## src/rtl/mips_pkg.sv

```systemverilog
// mips_pkg: definitions shared by the MIPS pipeline stage registers.
//   - exception-code width and the codes the front end can raise
//   - default bubble encoding and reset PC
//   - bit positions of the register-specifier fields in an instruction word
package mips_pkg;

    localparam int MIPS_EXC_W = 5;

    localparam logic [MIPS_EXC_W-1:0] EXC_NONE = 5'd0;
    localparam logic [MIPS_EXC_W-1:0] EXC_ADEL = 5'd4;
    localparam logic [MIPS_EXC_W-1:0] EXC_RI   = 5'd10;

    localparam logic [31:0] MIPS_NOP_INSTR = 32'h0000_0000;
    localparam logic [31:0] MIPS_RESET_PC  = 32'h0000_3000;

    localparam int RS_HI = 25;
    localparam int RS_LO = 21;
    localparam int RT_HI = 20;
    localparam int RT_LO = 16;
    localparam int RD_HI = 15;
    localparam int RD_LO = 11;

endpackage

```

## src/rtl/sat_counter.sv

```systemverilog
// sat_counter: saturating up-counter with synchronous clear.
// Ports:
//   clk, rst_n : clock, asynchronous active-low reset
//   inc        : count up by one this edge (sticks at all-ones)
//   clr        : zero the counter this edge; wins over inc
//   cnt        : current count
module sat_counter #(
    parameter int CNT_W = 16
) (
    input  logic             clk,
    input  logic             rst_n,
    input  logic             inc,
    input  logic             clr,
    output logic [CNT_W-1:0] cnt
);

    logic [CNT_W-1:0] cnt_q;
    logic [CNT_W-1:0] cnt_d;

    always_comb begin
        cnt_d = cnt_q;
        if (clr) begin
            cnt_d = '0;
        end else if (inc && (cnt_q != '1)) begin
            cnt_d = cnt_q + CNT_W'(1);
        end
    end

    always_ff @(posedge clk or negedge rst_n) begin
        if (!rst_n) begin
            cnt_q <= '0;
        end else begin
            cnt_q <= cnt_d;
        end
    end

    assign cnt = cnt_q;

endmodule

```

## src/rtl/fd_pipe_reg.sv

```systemverilog
// fd_pipe_reg: Fetch -> Decode pipeline register.
// Captures instruction, PC, exception code and delay-slot flag from F each
// edge, with per-edge priority flush > stall > load. Presents PC+4/PC+8 and
// pre-decoded rs/rt/rd fields, and counts held cycles and inserted bubbles.
// Ports:
//   clk, reset_n            : clock, asynchronous active-low reset
//   stall, flush, cnt_clr   : hazard hold, D-stage kill, counter clear
//   f_valid/f_instr/f_pc/f_exc/f_bd : fetch-side inputs
//   d_valid/d_instr/d_pc/d_exc/d_bd : registered D-stage outputs
//   d_pc4, d_pc8, d_rs, d_rt, d_rd  : derived from the registers only
//   d_stalled               : D was held on the last edge
//   stall_cnt, bubble_cnt   : saturating performance counters
// State is implicit in d_valid/d_stalled: empty, live, or held.
module fd_pipe_reg
    import mips_pkg::*;
#(
    parameter int               PC_W      = 32,
    parameter int               INSTR_W   = 32,
    parameter logic [PC_W-1:0]    RESET_PC  = MIPS_RESET_PC,
    parameter logic [INSTR_W-1:0] NOP_INSTR = MIPS_NOP_INSTR,
    parameter int               EXC_W     = MIPS_EXC_W,
    parameter int               CNT_W     = 16
) (
    input  logic               clk,
    input  logic               reset_n,
    input  logic               stall,
    input  logic               flush,
    input  logic               cnt_clr,
    input  logic               f_valid,
    input  logic [INSTR_W-1:0] f_instr,
    input  logic [PC_W-1:0]    f_pc,
    input  logic [EXC_W-1:0]   f_exc,
    input  logic               f_bd,
    output logic               d_valid,
    output logic [INSTR_W-1:0] d_instr,
    output logic [PC_W-1:0]    d_pc,
    output logic [PC_W-1:0]    d_pc4,
    output logic [PC_W-1:0]    d_pc8,
    output logic [EXC_W-1:0]   d_exc,
    output logic               d_bd,
    output logic [4:0]         d_rs,
    output logic [4:0]         d_rt,
    output logic [4:0]         d_rd,
    output logic               d_stalled,
    output logic [CNT_W-1:0]   stall_cnt,
    output logic [CNT_W-1:0]   bubble_cnt
);

    logic               d_valid_q,   d_valid_d;
    logic [INSTR_W-1:0] d_instr_q,   d_instr_d;
    logic [PC_W-1:0]    d_pc_q,      d_pc_d;
    logic [EXC_W-1:0]   d_exc_q,     d_exc_d;
    logic               d_bd_q,      d_bd_d;
    logic               d_stalled_q, d_stalled_d;

    logic stall_inc;
    logic bubble_inc;

    always_comb begin
        d_valid_d   = d_valid_q;
        d_instr_d   = d_instr_q;
        d_pc_d      = d_pc_q;
        d_exc_d     = d_exc_q;
        d_bd_d      = d_bd_q;
        d_stalled_d = 1'b0;
        stall_inc   = 1'b0;
        bubble_inc  = 1'b0;

        if (flush) begin
            d_valid_d  = 1'b0;
            d_instr_d  = NOP_INSTR;
            d_pc_d     = RESET_PC;
            d_exc_d    = '0;
            d_bd_d     = 1'b0;
            bubble_inc = 1'b1;
        end else if (stall) begin
            d_stalled_d = 1'b1;
            stall_inc   = 1'b1;
        end else begin
            d_valid_d  = f_valid;
            d_pc_d     = f_pc;
            d_exc_d    = f_exc;
            d_bd_d     = f_bd;
            // A faulting or invalid fetch must not reach decode as a real
            // instruction, but PC and exception code still travel so EPC
            // is correct when the exception is taken.
            if (f_valid && (f_exc == EXC_W'(EXC_NONE))) begin
                d_instr_d = f_instr;
            end else begin
                d_instr_d = NOP_INSTR;
            end
            bubble_inc = ~f_valid;
        end
    end

    always_ff @(posedge clk or negedge reset_n) begin
        if (!reset_n) begin
            d_valid_q   <= 1'b0;
            d_instr_q   <= NOP_INSTR;
            d_pc_q      <= RESET_PC;
            d_exc_q     <= '0;
            d_bd_q      <= 1'b0;
            d_stalled_q <= 1'b0;
        end else begin
            d_valid_q   <= d_valid_d;
            d_instr_q   <= d_instr_d;
            d_pc_q      <= d_pc_d;
            d_exc_q     <= d_exc_d;
            d_bd_q      <= d_bd_d;
            d_stalled_q <= d_stalled_d;
        end
    end

    sat_counter #(.CNT_W(CNT_W)) u_stall_cnt (
        .clk   (clk),
        .rst_n (reset_n),
        .inc   (stall_inc),
        .clr   (cnt_clr),
        .cnt   (stall_cnt)
    );

    sat_counter #(.CNT_W(CNT_W)) u_bubble_cnt (
        .clk   (clk),
        .rst_n (reset_n),
        .inc   (bubble_inc),
        .clr   (cnt_clr),
        .cnt   (bubble_cnt)
    );

    assign d_valid   = d_valid_q;
    assign d_instr   = d_instr_q;
    assign d_pc      = d_pc_q;
    assign d_exc     = d_exc_q;
    assign d_bd      = d_bd_q;
    assign d_stalled = d_stalled_q;

    // PC arithmetic wraps modulo 2^PC_W.
    assign d_pc4 = d_pc_q + PC_W'(4);
    assign d_pc8 = d_pc_q + PC_W'(8);

    assign d_rs = d_instr_q[RS_HI:RS_LO];
    assign d_rt = d_instr_q[RT_HI:RT_LO];
    assign d_rd = d_instr_q[RD_HI:RD_LO];

endmodule

```

## config.mk

```make
export PLATFORM = sky130hd
export DESIGN_NAME = fd_pipe_reg
export DESIGN_NICKNAME = d
export VERILOG_FILES = /design/src/rtl/mips_pkg.sv /design/src/rtl/sat_counter.sv /design/src/rtl/fd_pipe_reg.sv
export SDC_FILE = /design/constraint.sdc
export NUM_CORES = 1
export LEC_CHECK = 0
export ABC_AREA = 1
export BUFFER_PORTS_ARGS = -buffer_cell sky130_fd_sc_hd__buf_2
export CAP_MARGIN = 10
export CORE_AREA = 2 2 94 164
export DETAILED_ROUTE_END_ITERATION = 8
export DIE_AREA = 0 0 96 166
export MAX_ROUTING_LAYER = met4
export PLACE_DENSITY = 0.87
export SYNTH_ARGS = -nofsm -noshare
export SYNTH_HDL_FRONTEND = slang
export SYNTH_SLANG_ARGS = --single-unit
export TNS_END_PERCENT = 5
```

## constraint.sdc

```tcl
create_clock -name clk -period 1.7 [get_ports clk]
set_clock_uncertainty 0.1 [all_clocks]
set_input_delay 0.17 -clock clk [delete_from_list [all_inputs] [get_ports clk]]
set_output_delay 0.17 -clock clk [all_outputs]
set_load 0.005 [all_outputs]
```

==> results.toml <==
[critical_path]
required_ns = 1.43
path_class = "flop to output port"
endpoint = "d_pc8[29]"
crit_start = "d_pc[12]"
crit_path_top_delay_cell = "dfstp_2"
critPathLaunchType = "flop"
ff2ff_setup_slack_ns = 0.05
crit_fanout = 6
reg2reg_depth = 9
cp_num_buf_inv = 3
r2r_end = "u_bubble_cnt.cnt[7]"
cpPeakStageDelay_ns = 0.54
rr_startpoint = "u_bubble_cnt.cnt[1]"
end_kind = "output port"
cp_top_family = "simple AND/OR/NAND/NOR gates"
crit_arrival_ns = 2.04
crit_chain = "buf_6 > nand4_1 > nor3_2 > buf_4 > nand2_1 > nand2_1 > nand2_1 > buf_2"
crit_top_cell = "nand2_1"
cp.depth = 8

[placed_design]
portBuffers = 258
dp_hpwl_mm = 17.5
dpl_worst_slack_ns = -0.201
place_congestion = 1.03
dp.cells = 1378
post_dp_cell_area_mm2 = 0.00844

[synth]
syn_inst = 881
synth_fp_nets = 961
avgSynthCellArea_um2 = 7.21
ys_seq_area_share_pct = 41.0
ys.flop_type = "dfrtp_1"
synth_top_area_cell = "dfrtp_1"
synth_commonest_cells = "nand2_1, dfrtp_1, nand3_1"
synth-edff-count = 0
yosysMostFrequentCell = "nand2_1"
yosys_warnings = 0
netlist_area_mm2 = 0.00635
netlist_top_cells_area = "dfrtp_1, nand2_1, nand3_1"
synth_top_area_share_pct = 40.2
synthArstFlopShare_pct = 100
ys_types = 33
synth_seq_cells = 104

[detailed_routing]
drc = 0
firstDrtPassIters = 5
wirelength_mm = 26.0
drt_iter0_markers = 479
via_per_inst = 5.38
vias = 7926
routedWlPerCell_um = 17.7
drtAntennaViolNets = 0

[pwr]
irDropWorstVdd_v = 0.000428
total_leakage_power_nw = 5.34
power.total_mw = 5.76
power_per_cell_area_mw_per_mm2 = 586

[layout]
fin_cells = 1472
post-route-util_pct = 67.0
fin_nets = 1362
drive_above_1_share_pct = 38.9
fillCellCount = 1072
fin_area_mm2 = 0.00984
synthToLayoutAreaGrowth_pct = 55.0

[hold_path]
hold_class = "primary input to flop"

[sta]
hold_slack_ns = 0.0168
setup_viol = 55
finalWorstSetupSlack_ns = -0.614
final_hold_viol_count = 0
slew_headroom_pct = 68.6
rsz0062_at_grt = "true"
slew_violations = 0
fmax_mhz = 432
tightest_slew_ns = 0.471
period_share_pct = 136
post-route-min-period_ns = 2.31
fin_setup_tns_ns = -18.98

[global_route]
overflow = 0
grt_pass1_wl_mm = 38.7
antenna_found_initial = 2
grt_pass1_vias = 7731
track_usage_pct = 32.5
grt_max_degree = 38

[die]
fp.dieW_um = 96
start_util_pct = 43.2
core_mm2 = 0.0147
dieArea_mm2 = 0.0159
die_y_um = 166
num_rows = 59
io-pin-count = 259

[clock_network]
cts_buffers = 9
cts_tree = "yes"
path_clk_slew_ns = 0.07
root_buffer = "clkbuf_16"
cts.sinks = 104
clk_path_buf_depth = 2
clk_latency_ns = 0.34
htree_levels = 3

[status]
status = "finished, violations left"
violations = "negative setup slack"

[run]
max_cap_violations = 0
## layout by cell type, fill, tap and decap left out, types with 8 or more instances in the layout
cell type        n
a22o_1          10
buf_2          255
buf_4           98
buf_6            9
clkbuf_16        9
dfrtp_1         91
dfrtp_2         11
dlygate4sd3_1   69
inv_1           73
inv_2            8
nand2_1        295
nand2_2         23
nand3_1        100
nand4_1         12
nor2_1          49
nor2_2          23
nor2_4          17
o21ai_0         39
xor2_1          35
## flip-flops by register name (all words and copies together) (netlist names)
signal / flops
d_instr: 32
d_pc: 32
u_bubble_cnt.cnt: 16
u_stall_cnt.cnt: 16
d_exc: 5
d_bd: 1
d_stalled: 1
d_valid: 1
## power breakdown
part | switching [mW] | total, mW | leakage (nW) | internal, mW
combinational | 0.554 | 1.05 | 3.79 | 0.497
clock | 0.997 | 2.10 | 0.149 | 1.10
sequential | 0.0735 | 2.61 | 1.40 | 2.54
total | 1.62 | 5.76 | 5.34 | 4.14
## metal layers
| metal | vias up | wire length [µm] | GRT usage (%) |
|---|---|---|---|
| met1 | 3742 | 8540 | 31.7 |
| met4 | 0 | 1750 | 20.1 |
| li1 | 3571 | - | - |
| met5 | - | 0 | - |
| met2 | 467 | 13800 | 56.1 |
| met3 | 146 | 1880 | 7.12 |
## cell type report
type / instances / area [µm²] / area share [%]
Clock buffer: 11 / 253 / 2.57
Timing Repair Buffer: 436 / 2900 / 29.5
Antenna cell: 2 / 5.00 / 0.0509
Multi-Input combinational cell: 650 / 3480 / 35.4
Inverter: 81 / 304 / 3.09
Tap cell: 183 / 229 / 2.33
Sequential cell: 104 / 2620 / 26.6
Clock inverter: 5 / 46.3 / 0.471
## worst min path at each step
stage / startpoint / end / slack, ns / depth (start not counted)
final: f_exc[3] / d_exc[3] / 0.02 / 2
after global routing: f_exc[2] / d_exc[2] / 0.02 / 2
after CTS: f_exc[2] / d_exc[2] / 0.00005 / 2
after detailed placement: reset_n / d_pc[25] / 0.02 / 1
after global placement: reset_n / d_pc[25] / 0.02 / 1
after floorplan: reset_n / d_bd / -0.23 / 0
## worst register-to-register path, delay by kind of cell (launching register included)
family,cells,cell delay (ns)
AO/OA/AOI/OAI,1,0.16
AND/OR/NAND/NOR,5,0.48
buffers and inverters,2,0.26
adder cells (fa/ha/maj),1,0.16
flip-flops,1,0.42
## cells by family after synthesis
kind of cell / after synthesis / synth area share [%]
simple gates: 545 / 37.7
buf+inv: 127 / 9.24
compound gates: 60 / 5.54
fa+ha+maj: 4 / 0.788
flops: 104 / 41.0
xor+xnor: 41 / 5.66
## what timing repair did
action | CTS | global route
pin swaps | 15 | 12
setup buffers | 2 | 5
endpoints found under the setup margin | 58 | 85
gates resized for setup | 50 | 53
hold endpoints to repair | 91 | 0
hold buffers | 69 | 0
Power figures use the tool's default switching activity.
